### config.mk
export PLATFORM = sky130hd
export DESIGN_NAME = crc16_usb_flat
export DESIGN_NICKNAME = d
export VERILOG_FILES = /design/src/rtl/crc16_usb_if.sv /design/src/rtl/crc16_usb.sv /design/src/flat_wrapper.sv
export SDC_FILE = /design/constraint.sdc
export NUM_CORES = 1
export LEC_CHECK = 0
export CAP_MARGIN = 10
export CORE_MARGIN = 5
export CORE_UTILIZATION = 46
export DETAILED_ROUTE_END_ITERATION = 8
export GPL_ROUTABILITY_DRIVEN = 0
export PLACE_DENSITY = 0.84
export SETUP_SLACK_MARGIN = 0.1
export SYNTH_ARGS = -nofsm -noshare
export SYNTH_HDL_FRONTEND = slang
export SYNTH_SLANG_ARGS = --single-unit
### constraint.sdc
create_clock -name clk -period 2.8 [get_ports clk]
set_clock_uncertainty 0.2 [all_clocks]
set_input_delay 0.56 -clock clk [delete_from_list [all_inputs] [get_ports clk]]
set_output_delay 0.56 -clock clk [all_outputs]
set_load 0.03 [all_outputs]
### src/rtl/crc16_usb_if.sv
// Serial bit stream into the CRC-16/USB engine and the CRC word back out.
// Transfer rule: crc16_en qualifies crc16_di. A bit is consumed on every
// rising clk edge where crc16_en=1 and reset is low. There is no ready or
// backpressure, because the engine accepts one bit every cycle.
// crc16_di is ignored while crc16_en=0.
interface crc16_usb_if;
  logic        crc16_di;
  logic        crc16_en;
  logic [15:0] crc16_o;
  logic        crc16_ok;

  // Packet engine side: drives bits, reads back the CRC and the residue flag.
  modport master (
    output crc16_di,
    output crc16_en,
    input  crc16_o,
    input  crc16_ok
  );

  // CRC engine side.
  modport slave (
    input  crc16_di,
    input  crc16_en,
    output crc16_o,
    output crc16_ok
  );
endinterface

### src/rtl/crc16_usb.sv
// Bit-serial CRC-16 generator/checker, polynomial x^16+x^15+x^2+1 (USB).
// The internal register r is shifted MSB-first. The outputs depend only on r,
// so crc16_o reflects a bit one clock after that bit is sampled, and no input
// reaches the outputs combinationally.
// The receive check feeds the data bits and then the received CRC bits
// through the same enable. r lands on RESIDUE when the packet is error-free.
module crc16_usb #(
  parameter logic [15:0] POLY    = 16'h8005,
  parameter logic [15:0] INIT    = 16'hFFFF,
  parameter logic [15:0] XOR_OUT = 16'hFFFF,
  parameter logic [15:0] RESIDUE = 16'h800D
) (
  input  logic          clk,
  input  logic          reset_l,  // synchronous, active-high despite the name
  crc16_usb_if.slave    bus
);

  logic [15:0] r;
  logic        fb;

  assign fb = bus.crc16_di ^ r[15];

  // LFSR update: reset has priority, then shift on enable, otherwise hold.
  always_ff @(posedge clk) begin
    if (reset_l) begin
      r <= INIT;
    end else if (bus.crc16_en) begin
      r <= {r[14:0], 1'b0} ^ (fb ? POLY : 16'h0000);
    end
  end

  assign bus.crc16_o  = r ^ XOR_OUT;
  assign bus.crc16_ok = (r == RESIDUE);

endmodule

### src/flat_wrapper.sv
// flat-port wrapper written by rule: the top's interface ports become plain ports
module crc16_usb_flat 
#(
  parameter logic [15:0] POLY    = 16'h8005,
  parameter logic [15:0] INIT    = 16'hFFFF,
  parameter logic [15:0] XOR_OUT = 16'hFFFF,
  parameter logic [15:0] RESIDUE = 16'h800D
)
  (clk, reset_l, bus_crc16_di, bus_crc16_en, bus_crc16_o, bus_crc16_ok);
  crc16_usb_if bus_i ();
  input  logic clk;
  input  logic reset_l;
  input wire logic [$bits(bus_i.crc16_di)-1:0] bus_crc16_di;
  input wire logic [$bits(bus_i.crc16_en)-1:0] bus_crc16_en;
  output wire logic [$bits(bus_i.crc16_o)-1:0] bus_crc16_o;
  output wire logic [$bits(bus_i.crc16_ok)-1:0] bus_crc16_ok;
  assign bus_i.crc16_di = bus_crc16_di;
  assign bus_i.crc16_en = bus_crc16_en;
  assign bus_crc16_o = bus_i.crc16_o;
  assign bus_crc16_ok = bus_i.crc16_ok;
  crc16_usb #(.POLY(POLY), .INIT(INIT), .XOR_OUT(XOR_OUT), .RESIDUE(RESIDUE)) u_core (.clk(clk), .reset_l(reset_l), .bus(bus_i));
endmodule
==> impl_summary.md, run 1 <==
STA
Setup repair after global routing left no endpoint under its margin. At the pin with the least slew margin, the transition time is 0.442 ns. For the final routed database, the setup TNS stands at 0 ns. The final max-slew violation count came to 0. Setup violations remaining at the end of the flow were counted as 0.

The portion of the clock cycle consumed by the worst path in the final layout is around 80%. The number of hold violations in the final report is 0. The maximum operating frequency is approximately 440 MHz. The clock period could shrink to 2.25 ns. The worst slew slack as a fraction of its limit is 70.5%.

Global routing
The global-route wire length before repair is 2410 um. The overall global routing resource usage is roughly 15%. The number of antenna violations at the first check in global routing is 0. The total overflow left after global routing is 0. The largest net degree at the start of global routing is 21. The via count of the first global-routing pass is 568.

Hold path
In this run the most critical hold path is launched from u_core.r[12]. The end of the worst hold path is u_core.r[13]. The path class of the tightest hold or removal check is register to register. The number of instances on the worst hold path is 2.

Yosys
The number of different library cells used by synthesis comes to 17. The post-synthesis net count is 84. The portion of synthesized area spent on multiplexers is 0%. The netlist area before placement is 656 um2. The share of flip-flops with an asynchronous set or reset is 0%. sky130_fd_sc_hd__dfxtp_1 takes more of the synthesized area than any other cell. The share of the synthesized area in compound gates (AO/OA/AOI/OAI) is 18.9%. Of the total synthesized cell area, the portion taken by AND, OR, NAND and NOR gates is between 10% and 20%. The number of instances in the synthesized netlist is 80. The portion of synthesized cell area occupied by the leading cell type is 48.9%.

The count of state elements after synthesis is 16. Of the total synthesized cell area, the portion taken by full adders, half adders and majority gates is 0%. Counting flops with a built-in enable in the synthesized netlist gives 0. The synthesized area divided by synthesized cell count is about 8 um2. Yosys attributes the largest share of cell area to sky130_fd_sc_hd__dfxtp_1 (49%), sky130_fd_sc_hd__o211ai_1 (16%), sky130_fd_sc_hd__inv_1 (9.7%). The portion of the post-synthesis area used by sequential elements is 48.9%. The flip-flop cell with the highest count after synthesis is sky130_fd_sc_hd__dfxtp_1. The total number of yosys warnings is 0. The combinational family with the most area after synthesis is compound AO/OA/AOI/OAI gates.

The xor-xnor portion of the synthesized cell area is 4.01%.

Final layout
In the final layout, the registers with the most flip-flops are u_core.r x16. The register with the most flip-flops in the layout has 16 of them. The area added between synthesis and finish is 38.0%.

The register containing the most flip-flops in the final layout is u_core.r. Of the cells placed in the final design, the portion with a size suffix greater than 1 is 5.94%. The final core utilization is 68.7%. The number of nets in the layout is 106. The post-layout instance count excluding filler cells is 116.

0 antenna diodes ended up in the layout.

Worst setup path
The endpoint identified for the worst register-to-register timing path is u_core.r[2]. The critical path capture point type is an output pin. The classification of the worst setup path is register to output pin. The worst-path maximum fanout is 3. The source of the worst register-to-register timing path is u_core.r[15]. The slowest stage of the critical path belongs to the cell sky130_fd_sc_hd__dfxtp_1.

STA classifies the critical path startpoint as a register. The largest single stage delay on the critical path is between 0.3 and 0.4 ns. The endpoint required time on the critical path is 2.04 ns. The register-to-register setup slack is between 1.5 and 2 ns. The critical path goes through nor4b_1, nand4_1, nor2_1, dlymetal6s2s_1.

The arrival time reported for the critical path endpoint is 1.49 ns. The depth of the most critical reg-to-reg path is 3.

Floorplanning
The height of the chip is 47.8 um. The initialized floorplan defines 13 standard-cell rows. The die is 47.8 um wide. The number of top-level design ports is 21. The floorplan step defined a die boundary enclosing 2280 um2.

The floorplan step defined a core boundary enclosing 1320 um2. The starting utilization of the core area is 49.8%.

Clocking
The longest clock path from root to sink contains 2 buffers. The H-tree depth is 1. TritonCTS built the clock tree. Buffers added to address setup during post-CTS repair amount to 0. CTS placed an instance of sky130_fd_sc_hd__clkbuf_4 at the clock tree root. The hold buffer count at CTS is 0. The clock buffer count from CTS is 3. The number of sinks on the clock net is 16. Clock latency on the worst-skew pair, taken at its later pin, is about 0.29 ns. The clock-pin slew on the worst setup and hold paths is 0.10 ns.

Drt
The number of DRC violations after detailed-routing iteration 0 is 17. In the routed design, unresolved DRC markers number 0. The routed design has 1430 um of wire. In the routed layout, each cell is associated on average with a via count of 5.16. The first detailed-routing pass took 4 iterations. Dividing the detail-routed wire length by the instance count gives about 12 um. For this block, the via count after detailed routing is around 600. The remaining antenna violation count after routing is 0.

Placed design
The HPWL after detailed placement is 1030 um. In this run, placement finished with an instance count of about 110. The number of input and output port buffers inserted is 20.

Pwr
The power per unit of standard cell area is 578 nW/um2. The maximum resistive drop on vdd is 0.352 mV. For this design the static power due to leakage is between 0.4 and 0.5 nW. The total power is 0.000523 W.

Run
Across the run, the number of max-cap violations was 0.

Run status
The run finished with clean final reports.
==> metal layers <==
| layer | track usage [%] | wire (um) | up-vias |
|---|---|---|---|
| li1 | - | - | 306 |
| met1 | 20.0 | 671 | 276 |
| met2 | 23.7 | 674 | 15 |
| met3 | 2.63 | 78 | 2 |
| met4 | 8.06 | 7 | 0 |
| met5 | 0 | 0 | - |
==> area by class of cell <==
cell class / instances / area, um2
Fill cell: 115 / 413
Sequential cell: 16 / 320
Multi-Input combinational cell: 43 / 255
Timing Repair Buffer: 21 / 210
Inverter: 17 / 63.8
Clock buffer: 4 / 36.3
Tap cell: 15 / 18.8
==> kinds of logic after synthesis <==
family | Yosys count
XOR/XNOR | 3
AND/OR/NAND/NOR | 23
flip-flops | 16
buffers and inverters | 21
AO/OA/AOI/OAI | 17
==> placed cells by master (no fill, tap or decap), types with 2 or more instances in the layout <==
cell type / count
sky130_fd_sc_hd__clkdlybuf4s50_1: 19
sky130_fd_sc_hd__inv_1: 17
sky130_fd_sc_hd__dfxtp_1: 16
sky130_fd_sc_hd__o211ai_1: 14
sky130_fd_sc_hd__nand2_1: 13
sky130_fd_sc_hd__nor2_1: 4
sky130_fd_sc_hd__clkbuf_4: 3
sky130_fd_sc_hd__nand4_1: 2
sky130_fd_sc_hd__xnor2_1: 2
==> worst max path at each step <==
stage / startpoint / endpoint / slack (ns) / cells after the start
final: u_core.r[10] / bus_crc16_ok / 0.55 / 4
after global routing: u_core.r[4] / bus_crc16_ok / 0.42 / 4
after global placement: u_core.r[10] / bus_crc16_ok / 0.49 / 4
after floorplan: u_core.r[10] / bus_crc16_ok / 0.93 / 3
after CTS: u_core.r[10] / bus_crc16_ok / 0.16 / 4
after detailed placement: u_core.r[10] / bus_crc16_ok / 0.48 / 4
==> cells in the mapped netlist, types with 2 or more instances <==
cell / instances
sky130_fd_sc_hd__nand4_1: 2
sky130_fd_sc_hd__nand2_1: 13
sky130_fd_sc_hd__dfxtp_1: 16
sky130_fd_sc_hd__o211ai_1: 14
sky130_fd_sc_hd__inv_1: 17
sky130_fd_sc_hd__xnor2_1: 2
sky130_fd_sc_hd__clkbuf_1: 3
sky130_fd_sc_hd__nor2_1: 4
==> worst max-delay path: cells and delay by family, from the launching register on <==
kind,cells,cell delay (ns)
and+or+nand+nor,3,0.56
DFF,1,0.34
buffers and inverters,1,0.30
==> through the flow <==
stage	cell area [um2]	setup WS (ns)	hold slack (ns)
after floorplan	656	0.929	0.246
after global placement	866	0.491	0.258
after detailed placement	866	0.480	0.277
after CTS	902	0.157	0.302
after global routing	905	0.416	0.327
final	905	0.550	0.303
==> power by group <==
part,switching (W),internal [W]
clock network,0.0000733,0.0000792
registers,0.0000128,0.000244
logic,0.0000663,0.0000478
total,0.000152,0.000371
==> what timing repair did <==
item,in CTS,in global routing
gates resized for setup,0,1
endpoints found under the setup margin,0,1
hold endpoints to repair,0,0
Note: power is estimated with default switching activity, not from simulation.
==> inputs of run 2 (changes only) <==
--- a/config.mk
+++ b/config.mk
@@ -7,10 +7,10 @@
 export LEC_CHECK = 0
 export CAP_MARGIN = 10
 export CORE_MARGIN = 5
-export CORE_UTILIZATION = 46
+export CORE_UTILIZATION = 39
 export DETAILED_ROUTE_END_ITERATION = 8
 export GPL_ROUTABILITY_DRIVEN = 0
-export PLACE_DENSITY = 0.84
+export PLACE_DENSITY = 0.76
 export SETUP_SLACK_MARGIN = 0.1
 export SYNTH_ARGS = -nofsm -noshare
 export SYNTH_HDL_FRONTEND = slang
==> constraint.sdc (replaced) <==
create_clock -name clk -period 2.05 [get_ports clk]
set_clock_uncertainty 0.2 [all_clocks]
set_input_delay 0.41 -clock clk [delete_from_list [all_inputs] [get_ports clk]]
set_output_delay 0.41 -clock clk [all_outputs]
set_load 0.03 [all_outputs]
==> impl_summary.md, run 2 (same netlist as run 1, synthesis figures left out) <==
Final layout
The diode insertion count for antenna repair came to 0 (unchanged). The largest registers in the layout are u_core.r x16. The most common cell after layout, fill and taps aside is sky130_fd_sc_hd__inv_1. u_core.r holds more flip-flops than any other register. The area added between synthesis and finish is 40.3%. The number of flip-flops in the largest register is 16 (unchanged). The final core utilization was 59.0% (-9.7 points). In the layout the commonest cells are sky130_fd_sc_hd__inv_1 (17), sky130_fd_sc_hd__dlygate4sd2_1 (16), sky130_fd_sc_hd__o211ai_1 (14), sky130_fd_sc_hd__dfxtp_1 (14), sky130_fd_sc_hd__nand2_1 (13). The proportion of layout cells with a drive suffix above 1 came to 12.6% (+6.7 points).

The count of fill cells added during filler insertion is 153 (+33%). The number of nets in the layout is 108 (+1.9%).

Clocking
The buffer depth of the longest clock path is 2 (unchanged). The H-tree depth was 1 (unchanged). The worst-skew pair later-pin latency is 0.28 ns (about the same). The root buffer cell chosen for the clock tree is sky130_fd_sc_hd__clkbuf_4.

TritonCTS built the clock tree. The hold buffer count at CTS is 0 (unchanged). The clock-pin slew on the worst setup and hold paths is 0.09 ns (about the same). The clock buffer count from CTS came to 3 (unchanged). The number of sinks on the clock net is 16 (unchanged). The count of buffers added by post-CTS timing repair for setup is 0 (unchanged).

Global routing
The total global routing overflow is 0 (unchanged). The global-route wire length before repair is 2390 um (-0.58%). The overall global routing resource usage is 12.3% (-2.9 points). The via count of the first global-routing pass is 569 (+0.18%). The largest net degree at the start of global routing came to 16 (-24%). The number of antenna violations at the first check in global routing is 0 (unchanged).

Floorplanning
The starting utilization of the core area is 42.1% (-7.7 points). The height of the chip is 51 um (+6.8%). The number of top-level design ports is 21 (unchanged). The total core area is 1560 um2 (+18%). The horizontal die dimension is 51 um (+6.8%).

The floorplan row count came to 14 (+1). The area of the die came to 2600 um2 (+14%).

Drt
The remaining antenna violation count after routing is 0 (unchanged). The detailed-route DRC error count is 0 (unchanged). The per-cell via count in the routed design is 4.90 (-5.1%).

The number of DRC violations after detailed-routing iteration 0 is 14 (-3). The total vias in the final route is 583 (-2.7%). The post-detailed-route wirelength per cell is 12.0 um (-2.8%).

The final wirelength came to 1430 um (-0.28%). The number of iterations in the first detailed-routing pass is 4 (unchanged).

Placed design
The number of input and output port buffers inserted came to 20 (unchanged). The HPWL after detailed placement is 1080 um (+5.1%).

STA
Setup repair after global routing could not meet its margin everywhere. The number of hold violations in the final report is 0 (unchanged). The total of endpoints with negative setup slack in the final report came to 0 (unchanged). The routed design could run at a clock period as short as 1.94 ns. The worst slew slack as a fraction of its limit came to 72.0% (+1.5 points). The actual transition at the worst max-transition pin is 0.420 ns (-0.0218 ns). Timing would allow up to 515 MHz. The portion of the clock cycle consumed by the worst path in the final layout is between 90% and 100%. The final max-slew violation count is 0 (unchanged).

The final-layout setup total negative slack was 0 ns (unchanged). The worst hold slack across all endpoints is 0.308 ns (+0.00503 ns).

Worst setup path
The critical path capture point type is an output pin. The worst-path maximum fanout came to 3 (unchanged). The arrival time reported for the critical path endpoint was 1.33 ns (-0.16 ns). The endpoint required time on the critical path is 1.44 ns (-0.60 ns). The worst setup path is launched from a register. The critical path is of the register to output pin type.

Pwr
The static leakage power is 0.533 nW (+13%). The power per unit of standard cell area was 760 nW/um2 (+31%). The maximum resistive drop on vdd is 0.353 mV (+0.23%).

Run status
The run finished with clean final reports.

Hold path
The type of the most critical hold path is register to register.

Run
The number of max-cap violations is 0 (unchanged).
==> run 2: changes by cell type in the layout (fill, tap and decap cells not counted), sizes merged <==
cell           previous run  this run
clkdlybuf4s50            19         3
dlygate4sd2               0        16
buf                       1         4
dlymetal6s2s              1         0
==> run 2: stage by stage <==
step                      cell area (um2)  power [W]  setup slack (ns)  instances
after floorplan                       656   0.000452             0.329         80
after global placement                880   0.000514             0.290        115
after detailed placement              880   0.000517             0.239        115
after CTS                             902   0.000704            0.0729        119
after global routing                  920   0.000731            0.0673        119
final                                 920   0.000699             0.109        119
==> run 2: worst max-delay path, cell delays in order, from the launching register on <==
cell                      delay, ns
sky130_fd_sc_hd__dfxtp_2       0.35
sky130_fd_sc_hd__nor4b_4       0.27
sky130_fd_sc_hd__nand4_1       0.12
sky130_fd_sc_hd__nor2_1        0.13
sky130_fd_sc_hd__buf_4         0.18
==> run 2: final timing paths <==
check / from / end / slack, ns / cells past startpoint
max reg2reg: u_core.r[15] / u_core.r[2] / 0.75 / 3
min reg2reg: u_core.r[8] / u_core.r[9] / 0.31 / 2
min: u_core.r[8] / u_core.r[9] / 0.31 / 2
max: u_core.r[11] / bus_crc16_ok / 0.11 / 4
==> run 2: cell type report <==
class                   count  area (um2)  area share, %
repair buffers             23         200           21.8
inverters                  17        63.8           6.94
clock buffers               4        36.3           3.95
multi-input cells          43         277           30.1
well taps                  16        20.0           2.18
flip-flops and latches     16         323           35.1
==> run 2: layer usage <==
metal / up-vias / global-route usage [%] / routed length, um
met5: - / 0 / 0
met4: 0 / 9.42 / 28
met3: 2 / 1.16 / 60
met2: 13 / 20.8 / 685
met1: 261 / 14.2 / 653
li1: 307 / - / -
==> run 2: timing repair <==
action | 4_1_cts | 5_1_grt
pin swaps | 0 | 2
gates cloned | 0 | 0
endpoints found under the setup margin | 17 | 1
resized for setup | 17 | 4
==> run 2: power by group <==
group | switching [W] | internal (W) | leakage [nW]
Combinational | 0.0000892 | 0.0000537 | 0.379
Sequential | 0.0000215 | 0.000333 | 0.132
Clock | 0.0000931 | 0.000108 | 0.0210
Total | 0.000204 | 0.000495 | 0.533
==> inputs of run 3 (changes only) <==
--- a/config.mk
+++ b/config.mk
@@ -5,7 +5,6 @@
 export SDC_FILE = /design/constraint.sdc
 export NUM_CORES = 1
 export LEC_CHECK = 0
-export CAP_MARGIN = 10
 export CORE_MARGIN = 5
 export CORE_UTILIZATION = 39
 export DETAILED_ROUTE_END_ITERATION = 8
==> results of run 3 <==
Final layout, timing and power as in run 2 (identical DEF).
